[config.mk]
export PLATFORM = sky130hd
export DESIGN_NAME = cam_capture
export DESIGN_NICKNAME = d
export VERILOG_FILES = /design/src/rtl/cam_pkg.sv /design/src/rtl/cam_bank_ctrl.sv /design/src/rtl/cam_capture.sv
export SDC_FILE = /design/constraint.sdc
export NUM_CORES = 1
export LEC_CHECK = 0
export CELL_PAD_IN_SITES_DETAIL_PLACEMENT = 0
export CELL_PAD_IN_SITES_GLOBAL_PLACEMENT = 1
export CORE_ASPECT_RATIO = 1.2
export CORE_MARGIN = 1
export CORE_UTILIZATION = 42
export CTS_CLUSTER_SIZE = 8
export DETAILED_ROUTE_END_ITERATION = 8
export PLACE_DENSITY_LB_ADDON = 0.12
export RECOVER_POWER = 100
export SLEW_MARGIN = 40
export SYNTH_ARGS = -nofsm -noshare
export SYNTH_HDL_FRONTEND = slang
export SYNTH_SLANG_ARGS = --single-unit
export TNS_END_PERCENT = 5
[constraint.sdc]
create_clock -name clk -period 3.5 [get_ports clk]
set_clock_uncertainty 0.05 [all_clocks]
set_input_delay 0.525 -clock clk [delete_from_list [all_inputs] [get_ports clk]]
set_output_delay 0.525 -clock clk [all_outputs]
set_load 0.05 [all_outputs]
[src/rtl/cam_pkg.sv]
// Shared constants and FSM encoding for the camera capture path.
package cam_pkg;

    localparam int ROW_SZ_DEF = 320;
    localparam int COL_SZ_DEF = 240;
    localparam int AW_DEF     = 17;

    typedef enum logic {
        SYNC    = 1'b0,
        CAPTURE = 1'b1
    } cap_state_e;

endpackage

[src/rtl/cam_bank_ctrl.sv]
// Double-bank ownership: fill pointer, FIFO read pointer and full flags.
module cam_bank_ctrl
    import cam_pkg::*;
(
    input  logic clk,
    input  logic reset,
    input  logic complete,
    input  logic buf_release,
    output logic cap_bank,
    output logic cap_full,
    output logic frame_ready,
    output logic ready_bank
);

    logic [1:0] full;
    logic       cap_ptr;
    logic       rd_ptr;

    // Release targets the oldest bank; completion targets the bank being filled.
    // These are always different banks, so both updates can land together.
    always_ff @(posedge clk) begin
        if (reset) begin
            full    <= 2'b00;
            cap_ptr <= 1'b0;
            rd_ptr  <= 1'b0;
        end else begin
            if (buf_release && (|full)) begin
                full[rd_ptr] <= 1'b0;
                rd_ptr       <= ~rd_ptr;
            end
            if (complete) begin
                full[cap_ptr] <= 1'b1;
                cap_ptr       <= ~cap_ptr;
            end
        end
    end

    assign cap_bank    = cap_ptr;
    assign cap_full    = full[cap_ptr];
    assign frame_ready = |full;
    assign ready_bank  = rd_ptr;

endmodule

[src/rtl/cam_capture.sv]
// Camera stream sink: raster-order checker, registered frame-buffer
// write port and double-bank hand-off to the consumer.
module cam_capture
    import cam_pkg::*;
#(
    parameter int ROW_SZ = ROW_SZ_DEF,
    parameter int COL_SZ = COL_SZ_DEF,
    parameter int AW     = AW_DEF
) (
    input  logic          clk,
    input  logic          reset,
    input  logic [7:0]    pix_value,
    input  logic [9:0]    pix_x,
    input  logic [9:0]    pix_y,
    input  logic          pix_val,
    input  logic          buf_release,
    output logic          wr_en,
    output logic          wr_bank,
    output logic [AW-1:0] wr_addr,
    output logic [7:0]    wr_data,
    output logic          frame_ready,
    output logic          ready_bank,
    output logic          frame_done,
    output logic          seq_err,
    output logic [7:0]    drop_cnt
);

    localparam logic [9:0] X_LAST = 10'(ROW_SZ - 1);
    localparam logic [9:0] Y_LAST = 10'(COL_SZ - 1);

    cap_state_e    state, state_n;
    logic [9:0]    ex, ex_n;
    logic [9:0]    ey, ey_n;
    logic [AW-1:0] addr_cnt, addr_n;
    logic [AW-1:0] wa;
    logic          wr_go;
    logic          start;
    logic          advance;
    logic          complete;
    logic          seq_n;
    logic          drop_inc;
    logic          cap_bank;
    logic          cap_full;
    logic          origin;
    logic          match;
    logic          last;

    assign origin = (pix_x == 10'd0) && (pix_y == 10'd0);
    assign match  = (pix_x == ex) && (pix_y == ey);
    assign last   = (ex == X_LAST) && (ey == Y_LAST);

    cam_bank_ctrl u_bank (
        .clk         (clk),
        .reset       (reset),
        .complete    (complete),
        .buf_release (buf_release),
        .cap_bank    (cap_bank),
        .cap_full    (cap_full),
        .frame_ready (frame_ready),
        .ready_bank  (ready_bank)
    );

    always_comb begin
        state_n  = state;
        ex_n     = ex;
        ey_n     = ey;
        addr_n   = addr_cnt;
        wa       = addr_cnt;
        wr_go    = 1'b0;
        start    = 1'b0;
        advance  = 1'b0;
        complete = 1'b0;
        seq_n    = 1'b0;
        drop_inc = 1'b0;

        if (pix_val) begin
            unique case (state)
                SYNC: begin
                    if (origin) begin
                        if (!cap_full) start    = 1'b1;
                        else           drop_inc = 1'b1;
                    end
                end
                CAPTURE: begin
                    if (match) begin
                        advance = 1'b1;
                    end else begin
                        seq_n    = 1'b1;
                        drop_inc = 1'b1;
                        state_n  = SYNC;
                        // A stray (0,0) restarts capture immediately.
                        if (origin && !cap_full) start = 1'b1;
                    end
                end
                default: state_n = SYNC;
            endcase
        end

        if (start) begin
            wr_go   = 1'b1;
            wa      = '0;
            addr_n  = AW'(1);
            ex_n    = 10'd1;
            ey_n    = 10'd0;
            state_n = CAPTURE;
        end

        if (advance) begin
            wr_go  = 1'b1;
            addr_n = addr_cnt + AW'(1);
            if (ex == X_LAST) begin
                ex_n = 10'd0;
                ey_n = ey + 10'd1;
            end else begin
                ex_n = ex + 10'd1;
            end
            if (last) begin
                complete = 1'b1;
                state_n  = SYNC;
            end
        end
    end

    always_ff @(posedge clk) begin
        if (reset) begin
            state      <= SYNC;
            ex         <= 10'd0;
            ey         <= 10'd0;
            addr_cnt   <= '0;
            wr_en      <= 1'b0;
            wr_bank    <= 1'b0;
            wr_addr    <= '0;
            wr_data    <= 8'd0;
            frame_done <= 1'b0;
            seq_err    <= 1'b0;
            drop_cnt   <= 8'd0;
        end else begin
            state      <= state_n;
            ex         <= ex_n;
            ey         <= ey_n;
            addr_cnt   <= addr_n;
            wr_en      <= wr_go;
            frame_done <= complete;
            seq_err    <= seq_n;
            if (wr_go) begin
                wr_bank <= cap_bank;
                wr_addr <= wa;
                wr_data <= pix_value;
            end
            if (drop_inc && (drop_cnt != 8'hFF)) drop_cnt <= drop_cnt + 8'd1;
        end
    end

endmodule
# Yosys cells after proc, flatten, opt, wreduce, memory -nomap -nowiden
# Cells that the tools add are included.
[op_classes] eq_ne=5 mux=40 n_addsub=4 order_cmp=4 reduce_logical=14 n_bitwise=7
[op_table] operator="two-way mux 10 bit" count=6
[op_table] operator="two-way mux 17 bit" count=3
[op_table] operator="two-way mux 1 bit" count=24
[op_table] operator="adder 10 x 1 -> 10 bit, second input constant" count=2
[op_table] operator="== test 10 bit" count=2
[op_table] operator="logical NOT 10 bit" count=2
[op_table] operator="adder 17 x 1 -> 17 bit, second input constant" count=1
[op_table] operator="== test 10 x 8 -> 1 bit, second input constant" count=1
[op_table] operator="== test 10 x 9 -> 1 bit, second input constant" count=1
[op_table] operator="adder 8 x 1 -> 8 bit, second input constant" count=1
[op_table] operator="logical AND 1 bit" count=8
[op_table] operator="inequality test 8 bit, second input constant" count=1
[op_table] operator="two-way mux 2 bit" count=3
[op_table] operator="< comparator 1 x 2 -> 1 bit, second input constant" count=2
[op_table] operator="inverter 1 bit" count=4
[op_table] operator="one-hot mux 1 bit (2 select lines)" count=2
[op_table] operator="OR reduction 3 bit" count=1
[op_table] operator="bitwise AND 2 bit" count=1
[op_table] operator="demux 1 bit (select 1 bit)" count=2
[op_table] operator=">= comparator 1 bit, second input constant" count=2
[op_table] operator="inverter 2 bit" count=1
[op_table] operator="OR 2 bit" count=1
[op_table] operator="nonzero test 2 bit" count=1
[op_table] operator="OR reduction 2 bit" count=1
[op_table] operator="logical NOT 1 bit" count=1
[word_totals] register_bits=79 word_cells=88 output_inout_bits=39 input_bits=32

# Depth between registers and ports, before layout
[depth] depth_word=11 depth_mapped=9

# Cells and area by module
# A second synthesis with hierarchy kept.
[hier_totals] hier_cells=457 area_unflattened_um2=3851.2
[by_module_without_submodules] module="cam_capture" seq_area_each_um2=1501.4 cells_each=439 n_inst=1 area_each_um2=3686.0
[by_module_without_submodules] module="cam_bank_ctrl" seq_area_each_um2=80.1 cells_each=18 n_inst=1 area_each_um2=165.2

# Worst setup path before layout
# No wires, ideal clock.
[synth_path] path_kind="register -> register" from="register drop_cnt[0]" to="register drop_cnt[1]" arrival_time_ns=2.180 setup_ns=0.128 path_buffers=1 stages_incl_launch_ff=9 setup_slack_ns=1.142 path_cell_list="dfxtp_1 ha_1 nand3_1 o211a_1 a21boi_0 a211oi_1 buf_2 mux2i_1 nor2_1"
[synth_between] elab_chain_len=2 elab_cells_between_ends=3
[synth_lines] element="from (decl)" line="cam_capture.sv:25" text="output logic [7:0] drop_cnt"
[synth_lines] element="from (signal assigned)" line="cam_capture.sv:150" text="if (drop_inc && (drop_cnt != 8'hFF)) drop_cnt <= drop_cnt + 8'd1;"
[synth_lines] element="parallel branches: the longest is 2 deep, another holds adder 8 x 1 -> 8 bit"
# Parallel ways; which one is timed is not known.
# A chain may end at the register's enable or synchronous reset.

# Worst setup path after layout
[layout_path] from="input pix_y[1]" to="register ey[9]"
[layout_between] elab_chain_len=10 elab_cells_between_ends=16
[layout_lines] element="from (decl)" line="cam_capture.sv:14" text="input logic [9:0] pix_y,"
[layout_lines] element="logical NOT 10 bit" line="cam_capture.sv:48" text="assign origin = (pix_x == 10'd0) && (pix_y == 10'd0);"
[layout_lines] element="logical AND 1 bit" line="cam_capture.sv:48"
[layout_lines] element="logical AND 1 bit" line="cam_capture.sv:92" text="if (origin && !cap_full) start = 1'b1;"
[layout_lines] element="two-way mux 1 bit" line="cam_capture.sv:92"
[layout_lines] element="two-way mux 1 bit" line="cam_capture.sv:85" text="if (match) begin"
[layout_lines] element="one-hot mux 1 bit (2 select lines)" line="cam_capture.sv:77" text="unique case (state)"
[layout_lines] element="two-way mux 1 bit" line="cam_capture.sv:76" text="if (pix_val) begin"
[layout_lines] element="two-way mux 10 bit" line="cam_capture.sv:99" text="if (start) begin"
[layout_lines] element="two-way mux 10 bit" line="cam_capture.sv:111" text="if (ex == X_LAST) begin"
[layout_lines] element="two-way mux 10 bit *" line="cam_capture.sv:108" text="if (advance) begin"
[layout_lines] element="to (signal assigned)" line="cam_capture.sv:140" text="ey <= ey_n;"
[layout_lines] element="to (decl)" line="cam_capture.sv:33" text="logic [9:0] ey, ey_n;"
# Mark *: on every way between the ends. The rest lies on a longest branch, timed or not.

==> metrics.csv <==
metric,value,unit
hold_buffers,0,
slew_headroom,47.22,%
power_switching_share,23.18,%
fmax,333.6,MHz
drv_cap,0,
whs_path_depth,2,
p_int,0.001267,W
dr.pass1.iters,4,
antenna_cells,0,
core_area,8986,µm²
crit_required,3750,ps
hold_ws,406.3,ps
worst_pin_slew,791.7,ps
drv_slew,0,
pwr-share-clk,40.6,%
seq_power_share,54.4,%
place_congestion,0.8501,
r2r-start,ex[4],
die_area,9616,µm²
nNetsFinal,555,
syn_inst,447,
p_leak,1.944,nW
grt-ovfl-total,0,
drt_iter0_drc,169,
cts.reportedPaths.clkPinSlew,80,ps
wirelength,9.653,mm
root_buffer,clkbuf_8,
synth_commonest_cells,"dfxtp_1 (79), nand2_1 (45), nand3_1 (39), nor2_1 (30), a21oi_1 (29)",
finalHoldViolations,0,
clkLatencyLatePin,360,ps
ys_types,58,
setup_tns,0,ps
synth.top_cell.area_share,40.81,%
start_util,43.12,%
power.density,339.4,nW/µm²
r2r_end,ey[8],
seq_area_frac_synth,40.81,%
power_switching,0.0003823,W
detail-route-antenna-nets,0,
antenna_found_initial,0,
startpoint_type,input port,
pin_count,71,
yosysTopAreaCell,dfxtp_1,
grt_pass1_wl,16.31,mm
rsz0062_at_grt,false,
syn_area,3875,µm²
synth_seq_cells,79,
via_per_inst,5.629,
numCtsBuffers,9,
syn2layout_area_growth,25.44,%
cts_max_level,3,
hold_start,wr_addr[0],
synthFlopType,dfxtp_1,
finalCriticalPeriod,2998,ps
async_reset_ff_share,0,%
drive_gt1_share,6.870,%
r2r_cells,7,
synth.most_common_cell,dfxtp_1,
synth_edf_count,0,
cts_resized,0,
netlist_top_cells_area,"dfxtp_1 (41%), xor2_1 (5.2%), nand3_1 (5.0%), nand2_1 (4.4%), a21oi_1 (3.7%)",
irDropWorstVdd,187.0,µV
syn_avg_cell_area,8.669,µm²
hold_class,reg -> reg,
clock_sinks,79,
grt_max_degree,62,
worstHoldEndpoint,wr_addr[0],
avgRoutedWirePerCell,14.99,µm
layout.cells.non_filler,644,
dr_total_vias,3625,
placement_rows,38,
hpwl,6.977,mm
status,completed,
die_x,89.69,µm
endpoint_kind,flop,
cts_tree,built,
drc,0,
synth_fp_nets,483,
post_cts_buffers,0,
comb_power_share,5.0,%
path_class,in -> reg,
yosys_warnings,0,
globalRouteTotalUtil,21.90,%
cp_max_fo,14,
clockBufferDepth,2,
setup_viol,0,
worst_ep_arrival_time,3240,ps
grt_pass1_vias,3334,
post-route-period-util,85.65,%
r2r_setup_slack,720,ps
die_y,107.2,µm
placement.io_buffers,70,
dp.cells,628,
how the worst max path moves through the flow:
stage | endpoint | start | slack (ps)
after global routing | ey[1] | pix_y[1] | 270
after detailed placement | ey[9] | pix_y[1] | 400
after global placement | ey[9] | pix_y[0] | 460
final | ey[9] | pix_y[1] | 500
after CTS | ey[9] | pix_y[1] | 750
after floorplan | drop_cnt[1] | drop_cnt[0] | 1140
layout by cell type (no fill, tap or decap), drive strengths merged, types with 3 or more instances in the layout:
cell	synthesis	final
a21oi	29	29
dfxtp	79	79
or4	4	4
nand2	46	46
or2	3	3
mux2i	14	14
and4	3	3
ha	4	4
a211o	4	4
o2bb2ai	3	3
and3	15	15
nor3b	5	5
o22ai	6	6
inv	4	5
nor4b	4	4
buf	8	8
nor2	31	31
xnor2	4	4
and2	3	3
clkbuf	14	16
o31ai	6	6
nand4	8	8
xor2	23	23
nor4	16	16
o21ai	15	15
nor3	14	14
dlygate4sd3	0	39
clkdlybuf4s50	0	30
o211ai	4	4
nand3	40	40
a21o	8	8
or3	8	8
clkinv	0	4
area by class of cell:
cell class / instances / area, µm²
Timing Repair Buffer: 83 / 772.0
Clock inverter: 6 / 58.81
Inverter: 4 / 15.01
Multi-Input combinational cell: 342 / 2156
Tap cell: 120 / 150.1
Sequential cell: 79 / 1582
Clock buffer: 10 / 127.6
Fill cell: 875 / 4125
worst max-delay path: stages:
cell	delay, ps
clkdlybuf4s50_1	430
xor2_1	170
nor4_1	470
nand2_1	120
clkbuf_1	360
o32a_1	650
nor2_2	320
a221o_1	190
power groups by stage:
stage               Clock (W)  Sequential (W)  Combinational (W)
floorplan                   0        0.000919          0.0000338
global placement            0        0.000919          0.0000823
detailed placement          0        0.000919          0.0000829
CTS                  0.000683        0.000898          0.0000832
global route         0.000724        0.000898          0.0000902
finish               0.000669        0.000898          0.0000826
routing by layer:
layer | GRT usage (%) | vias to the layer above | share of wire, %
met1 | 30.27 | 1731 | 47
met3 | 2.617 | 15 | 3.1
met4 | 8.503 | 0 | 1.8
met2 | 34.36 | 81 | 48
met5 | 0 | - | 0
li1 | - | 1798 | -
sequential cells by signal (all words and copies together), names as in the netlist:
signal / count
wr_en: 1
frame_done: 1
ex: 10
addr_cnt: 17
drop_cnt: 8
ey: 10
wr_addr: 17
u_bank.full: 2
u_bank.cap_bank: 1
u_bank.ready_bank: 1
state: 1
seq_err: 1
wr_bank: 1
wr_data: 8
through the flow:
step / utilization [%] / total power [W] / cell area [µm²] / worst slack [ps]
after floorplan: - / 0.0009528 / 3875 / 1142
after global placement: 52.28 / 0.001001 / 4698 / 464.8
after detailed placement: 52.28 / 0.001002 / 4698 / 395.8
after CTS: 54.36 / 0.001664 / 4885 / 752.2
after global routing: 54.09 / 0.001712 / 4861 / 269.6
final: 54.09 / 0.001650 / 4861 / 502.4
cell families (layout without fill, tap and decap cells):
group | after synthesis | in the layout | share of synthesized area, %
compound gates | 92 | 92 | 16.21
xor+xnor | 27 | 27 | 6.103
fa+ha+maj | 4 | 4 | 1.292
buf+inv | 26 | 103 | 3.487
flops | 79 | 79 | 40.81
mux | 14 | 14 | 3.616
simple gates | 205 | 205 | 28.48
No activity file was read; power rests on OpenSTA's default activity.
